File: src/rtl/sw_capture_debouncer.sv
// sw_capture_debouncer: synchronizes and debounces SW/BTN, captures SW_STABLE into DATA on a button press.
// Define SW_AUTO_CAPTURE_EN to also capture on every change of SW_STABLE.
module sw_capture_debouncer #(
  parameter int DEBOUNCE_CYCLES = 1000000
) (
  input  logic       CLK100MHZ,
  input  logic       RESET,
  input  logic [9:0] SW,
  input  logic       BTN,
  output logic [9:0] SW_STABLE,
  output logic [9:0] DATA,
  output logic       DATA_VALID,
  input  logic       DATA_READY,
  output logic       OVERRUN
);
  localparam logic [19:0] LOAD_AT = 20'(DEBOUNCE_CYCLES - 2);
  localparam logic [19:0] SAT     = 20'(DEBOUNCE_CYCLES - 1);
  typedef enum logic {IDLE, HOLD} state_t;
  state_t      state;
  logic [9:0]  sw_s1, sw_s2, sw_s3;
  logic [19:0] sw_cnt, btn_cnt;
  logic        btn_s1, btn_s2, btn_s3, btn_stable, btn_prev;
  logic        sw_diff, btn_diff, sw_load, btn_load, capture;
  assign sw_diff  = sw_s2 != sw_s3;
  assign btn_diff = btn_s2 != btn_s3;
  // Counter restarts on every change; the load fires once, when the run reaches DEBOUNCE_CYCLES samples.
  assign sw_load  = !sw_diff && sw_cnt == LOAD_AT;
  assign btn_load = !btn_diff && btn_cnt == LOAD_AT;
`ifdef SW_AUTO_CAPTURE_EN
  logic sw_evt;
  assign capture = (btn_stable & ~btn_prev) | sw_evt;
`else
  assign capture = btn_stable & ~btn_prev;
`endif
  always_ff @(posedge CLK100MHZ or posedge RESET)
    if (RESET) begin
      {sw_s3, sw_s2, sw_s1} <= '0;
      {btn_s3, btn_s2, btn_s1} <= '0;
      sw_cnt <= '0;
      btn_cnt <= '0;
      SW_STABLE <= '0;
      btn_stable <= 1'b0;
      btn_prev <= 1'b0;
`ifdef SW_AUTO_CAPTURE_EN
      sw_evt <= 1'b0;
`endif
    end else begin
      {sw_s3, sw_s2, sw_s1} <= {sw_s2, sw_s1, SW};
      {btn_s3, btn_s2, btn_s1} <= {btn_s2, btn_s1, BTN};
      sw_cnt <= sw_diff ? '0 : (sw_cnt == SAT ? sw_cnt : sw_cnt + 20'd1);
      btn_cnt <= btn_diff ? '0 : (btn_cnt == SAT ? btn_cnt : btn_cnt + 20'd1);
      if (sw_load) SW_STABLE <= sw_s2;
      if (btn_load) btn_stable <= btn_s2;
      btn_prev <= btn_stable;
`ifdef SW_AUTO_CAPTURE_EN
      sw_evt <= sw_load && sw_s2 != SW_STABLE;
`endif
    end
  always_ff @(posedge CLK100MHZ or posedge RESET)
    if (RESET) begin
      state <= IDLE;
      DATA <= '0;
      DATA_VALID <= 1'b0;
      OVERRUN <= 1'b0;
    end else if (state == IDLE) begin
      if (capture) begin
        DATA <= SW_STABLE;
        DATA_VALID <= 1'b1;
        state <= HOLD;
      end
    end else if (DATA_READY) begin
      if (capture) DATA <= SW_STABLE;
      else begin
        DATA_VALID <= 1'b0;
        state <= IDLE;
      end
    end else if (capture) OVERRUN <= 1'b1;
endmodule
File: config.mk
export PLATFORM = sky130hd
export DESIGN_NAME = sw_capture_debouncer
export DESIGN_NICKNAME = d
export VERILOG_FILES = /design/src/rtl/sw_capture_debouncer.sv
export SDC_FILE = /design/constraint.sdc
export NUM_CORES = 1
export LEC_CHECK = 0
export CELL_PAD_IN_SITES_DETAIL_PLACEMENT = 1
export CELL_PAD_IN_SITES_GLOBAL_PLACEMENT = 1
export CORE_MARGIN = 2
export CORE_UTILIZATION = 46
export DETAILED_ROUTE_END_ITERATION = 8
export GPL_ROUTABILITY_DRIVEN = 0
export GPL_TIMING_DRIVEN = 0
export HOLD_SLACK_MARGIN = 0.06
export PLACE_DENSITY = 0.8
export REMOVE_ABC_BUFFERS = 1
export SYNTH_ARGS = -nofsm -noshare
export SYNTH_HDL_FRONTEND = slang
export SYNTH_SLANG_ARGS = --single-unit
File: constraint.sdc
create_clock -name CLK100MHZ -period 3.64 [get_ports CLK100MHZ]
set_input_delay 0.364 -clock CLK100MHZ [delete_from_list [all_inputs] [get_ports CLK100MHZ]]
set_output_delay 0.364 -clock CLK100MHZ [all_outputs]
set_load 0.1 [all_outputs]
==> flow_metrics.py <==
metrics = {
    "run_status": {
        "status": "finished, final reports clean",
    },
    "power_and_ir_drop": {
        "peakVddDrop_uv": 243,
        "pwr_density_cell_nw_per_um2": 416,
        "p_total_uw": 1990,
        "p_leak_uw": 0.00197,
    },
    "clock_network": {
        "clock_path_buffers": 2,
        "ctsResizeCount": 0,
        "clock_sinks": 98,
        "cts_max_level": 3,
        "root_buffer": "clkbuf_8",
        "cts_buffers": 9,
        "clk_latency_ps": 360,
        "cts_tree": "yes",
        "ctsHoldBuffers": 0,
        "cts_setup_buffers": 0,
        "clk_pin_slew_ps": 100,
    },
    "worst_setup_path": {
        "crit_required_ps": 3890,
        "endpoint_kind": "flop",
        "reg2reg_slack_ps": 1170,
        "start_kind": "flop",
        "crit_arrival_ps": 2720,
        "worst-path-max-fanout": 20,
        "critPathKind": "reg2reg",
    },
    "global_routing": {
        "grt_overflow": 0,
        "grt.total_usage_pct": 20.4,
        "grt_max_degree": 62,
        "grt_pass1_vias": 3158,
        "grt_pass1_wl_microns": 15600,
        "antenna_found_initial": 0,
    },
    "sta": {
        "finalHoldViolCount": 0,
        "fin_crit_ps": 2470,
        "finalCritPeriodShare_pct": 67.7,
        "finalWorstSetupSlack_ps": 1170,
        "slew_violations": 0,
        "max_freq_ghz": 0.406,
        "rsz0062_at_grt": "no",
        "timing.hold.ws_ps": 356,
        "finalClockSkew_ps": 13.4,
        "setup_viol": 0,
        "tightest_slew_ps": 1250,
        "slew_headroom_pct": 16.5,
    },
    "floorplan": {
        "num_rows": 34,
        "start_util_pct": 47.1,
        "ios": 36,
        "fp.dieH_microns": 98.3,
        "core_area_sq_um": 8680,
        "dieArea_sq_um": 9660,
        "fp.dieW_microns": 98.3,
    },
    "cells_and_area": {
        "area_growth_pct": 16.9,
        "final_area_sq_um": 4780,
        "layout.nets": 405,
        "final_cell_mix": "dfrtp_1 (98), clkdlybuf4s50_1 (35), nand2_1 (24)",
        "fill_cells": 915,
        "post-route-util_pct": 55.1,
        "mostFrequentLayoutCell": "dfrtp_1",
        "drive_above_1_share_pct": 11.5,
        "diodes": 0,
    },
    "placement": {
        "pre_cts_ws_ps": 1200,
        "dpl-instance-area_sq_um": 4570,
        "place_hpwl_microns": 6440,
        "io_buffers": 35,
    },
    "worst_hold_path": {
        "worstHoldPathType": "reg2reg",
    },
    "logic_synthesis": {
        "syn_area_sq_um": 4090,
        "synth_cell_type_count": 41,
        "avgSynthCellArea_sq_um": 11.7,
        "yosys_register_bits": 98,
        "yosysSeqAreaShare_pct": 60.0,
        "synth_cells": 350,
        "yosysWarnings": 0,
    },
    "detailed_routing": {
        "wl_met1_microns": 3900,
        "route.vias.total": 2864,
        "route.met2.wl_microns": 4900,
        "dr_wl_met3_microns": 234,
        "postRouteAntennaNets": 0,
        "first_pass_iters": 4,
        "via_per_inst": 5.74,
        "drc": 0,
        "highest_layer": "met4",
        "drt_iter0_drc": 121,
        "wl_per_cell_microns": 18.4,
        "routed_wl_microns": 9170,
    },
    "flow_run": {
        "maxCapViolations": 0,
    },
}
## layout make-up
class	instances	area (sq um)	area share [%]
Clock buffer	9	124	2.59
Clock inverter	6	90.1	1.88
Inverter	8	32.5	0.681
Multi-Input combinational cell	234	1570	32.8
Sequential cell	98	2450	51.3
Tap cell	108	135	2.83
Timing Repair Buffer	36	378	7.91
## synth_stat cells
master | n | area (sq um)
mux2_2 | 20 | 225
a31o_2 | 1 | 8.76
a41oi_1 | 2 | 17.5
nand3_4 | 1 | 17.5
xor2_1 | 17 | 149
o21bai_1 | 1 | 7.51
ha_1 | 4 | 50.1
and4_1 | 6 | 52.6
o31ai_1 | 1 | 7.51
xnor2_1 | 9 | 78.8
nand3_1 | 15 | 75.1
and4_2 | 1 | 10.0
inv_1 | 8 | 30.0
nand2_1 | 24 | 90.1
a311oi_1 | 1 | 8.76
a21oi_1 | 22 | 110
or3_2 | 1 | 7.51
nand4_1 | 12 | 75.1
nor4bb_1 | 4 | 40.0
and4b_1 | 2 | 20.0
or4_2 | 1 | 8.76
dfrtp_1 | 98 | 2450
or2_2 | 1 | 6.26
or3_1 | 10 | 62.6
nor2_1 | 18 | 67.6
nor2b_1 | 1 | 6.26
and3_1 | 1 | 6.26
clkbuf_1 | 8 | 30.0
nor3_1 | 10 | 50.1
or4_1 | 4 | 30.0
and2_1 | 3 | 18.8
nor4_1 | 9 | 56.3
mux2i_1 | 2 | 20.0
buf_2 | 2 | 10.0
nand4b_1 | 2 | 17.5
o21ai_0 | 16 | 80.1
a31oi_1 | 3 | 18.8
a211oi_1 | 3 | 22.5
and3_2 | 1 | 7.51
nand2b_1 | 4 | 25.0
nand4_2 | 1 | 12.5
## report_power, final
group / total (uW) / switching (uW) / internal (uW) / leakage (uW)
registers: 1130 / 21.9 / 1110 / 0.00129
clock network: 765 / 378 / 387 / 0.000106
logic: 88.6 / 56.8 / 31.9 / 0.000575
## kinds of logic after synthesis
group	Yosys count	share of synthesized area (%)
and+or+nand+nor	132	18.7
DFF	98	60.0
AOI/OAI and AO/OA	50	6.88
xor gates and xnor gates	26	5.57
muxes	22	6.00
buffers and inverters	18	1.71
adders and majority gates	4	1.22
## flip-flops by register name, summed over array words and instances (netlist names), 10 cells and up
register	cells
btn_cnt	20
sw_cnt	20
DATA	10
SW_STABLE	10
sw_s1	10
sw_s2	10
sw_s3	10
## worst max-delay path, cell delays in order, from the launching register on
cell,delay [ps]
dfrtp_1,410
xor2_1,150
nor4_1,590
nand3_1,750
a211oi_1,440
## worst paths after layout
| kind | startpoint | to | cells after the start |
|---|---|---|---|
| min in group asynchronous | RESET | btn_cnt[3]$_DFFE_PP0P_ | 2 |
| min | sw_s1[3]$_DFF_PP0_ | sw_s2[3]$_DFF_PP0_ | 0 |
| max reg2reg | sw_s2[5]$_DFF_PP0_ | sw_cnt[1]$_DFFE_PP0P_ | 4 |
| max in group asynchronous | RESET | sw_s3[0]$_DFF_PP0_ | 3 |
| max | sw_s2[5]$_DFF_PP0_ | sw_cnt[1]$_DFFE_PP0P_ | 4 |
| min reg2reg | sw_s1[3]$_DFF_PP0_ | sw_s2[3]$_DFF_PP0_ | 0 |
## stage by stage
step / setup TNS (ps) / instances
finish: 0 / 499
global route: 0 / 499
CTS: 0 / 499
detailed placement: 0 / 484
global placement: -67030 / 483
floorplan: 0 / 340
## per-layer routing
| layer | global-route usage (%) | vias up |
|---|---|---|
| met5 | 0 | - |
| met4 | 6.01 | 0 |
| met3 | 3.79 | 10 |
| met2 | 36.2 | 41 |
| met1 | 25.3 | 1462 |
| li1 | - | 1351 |
No activity file was read; power rests on OpenSTA's default activity.
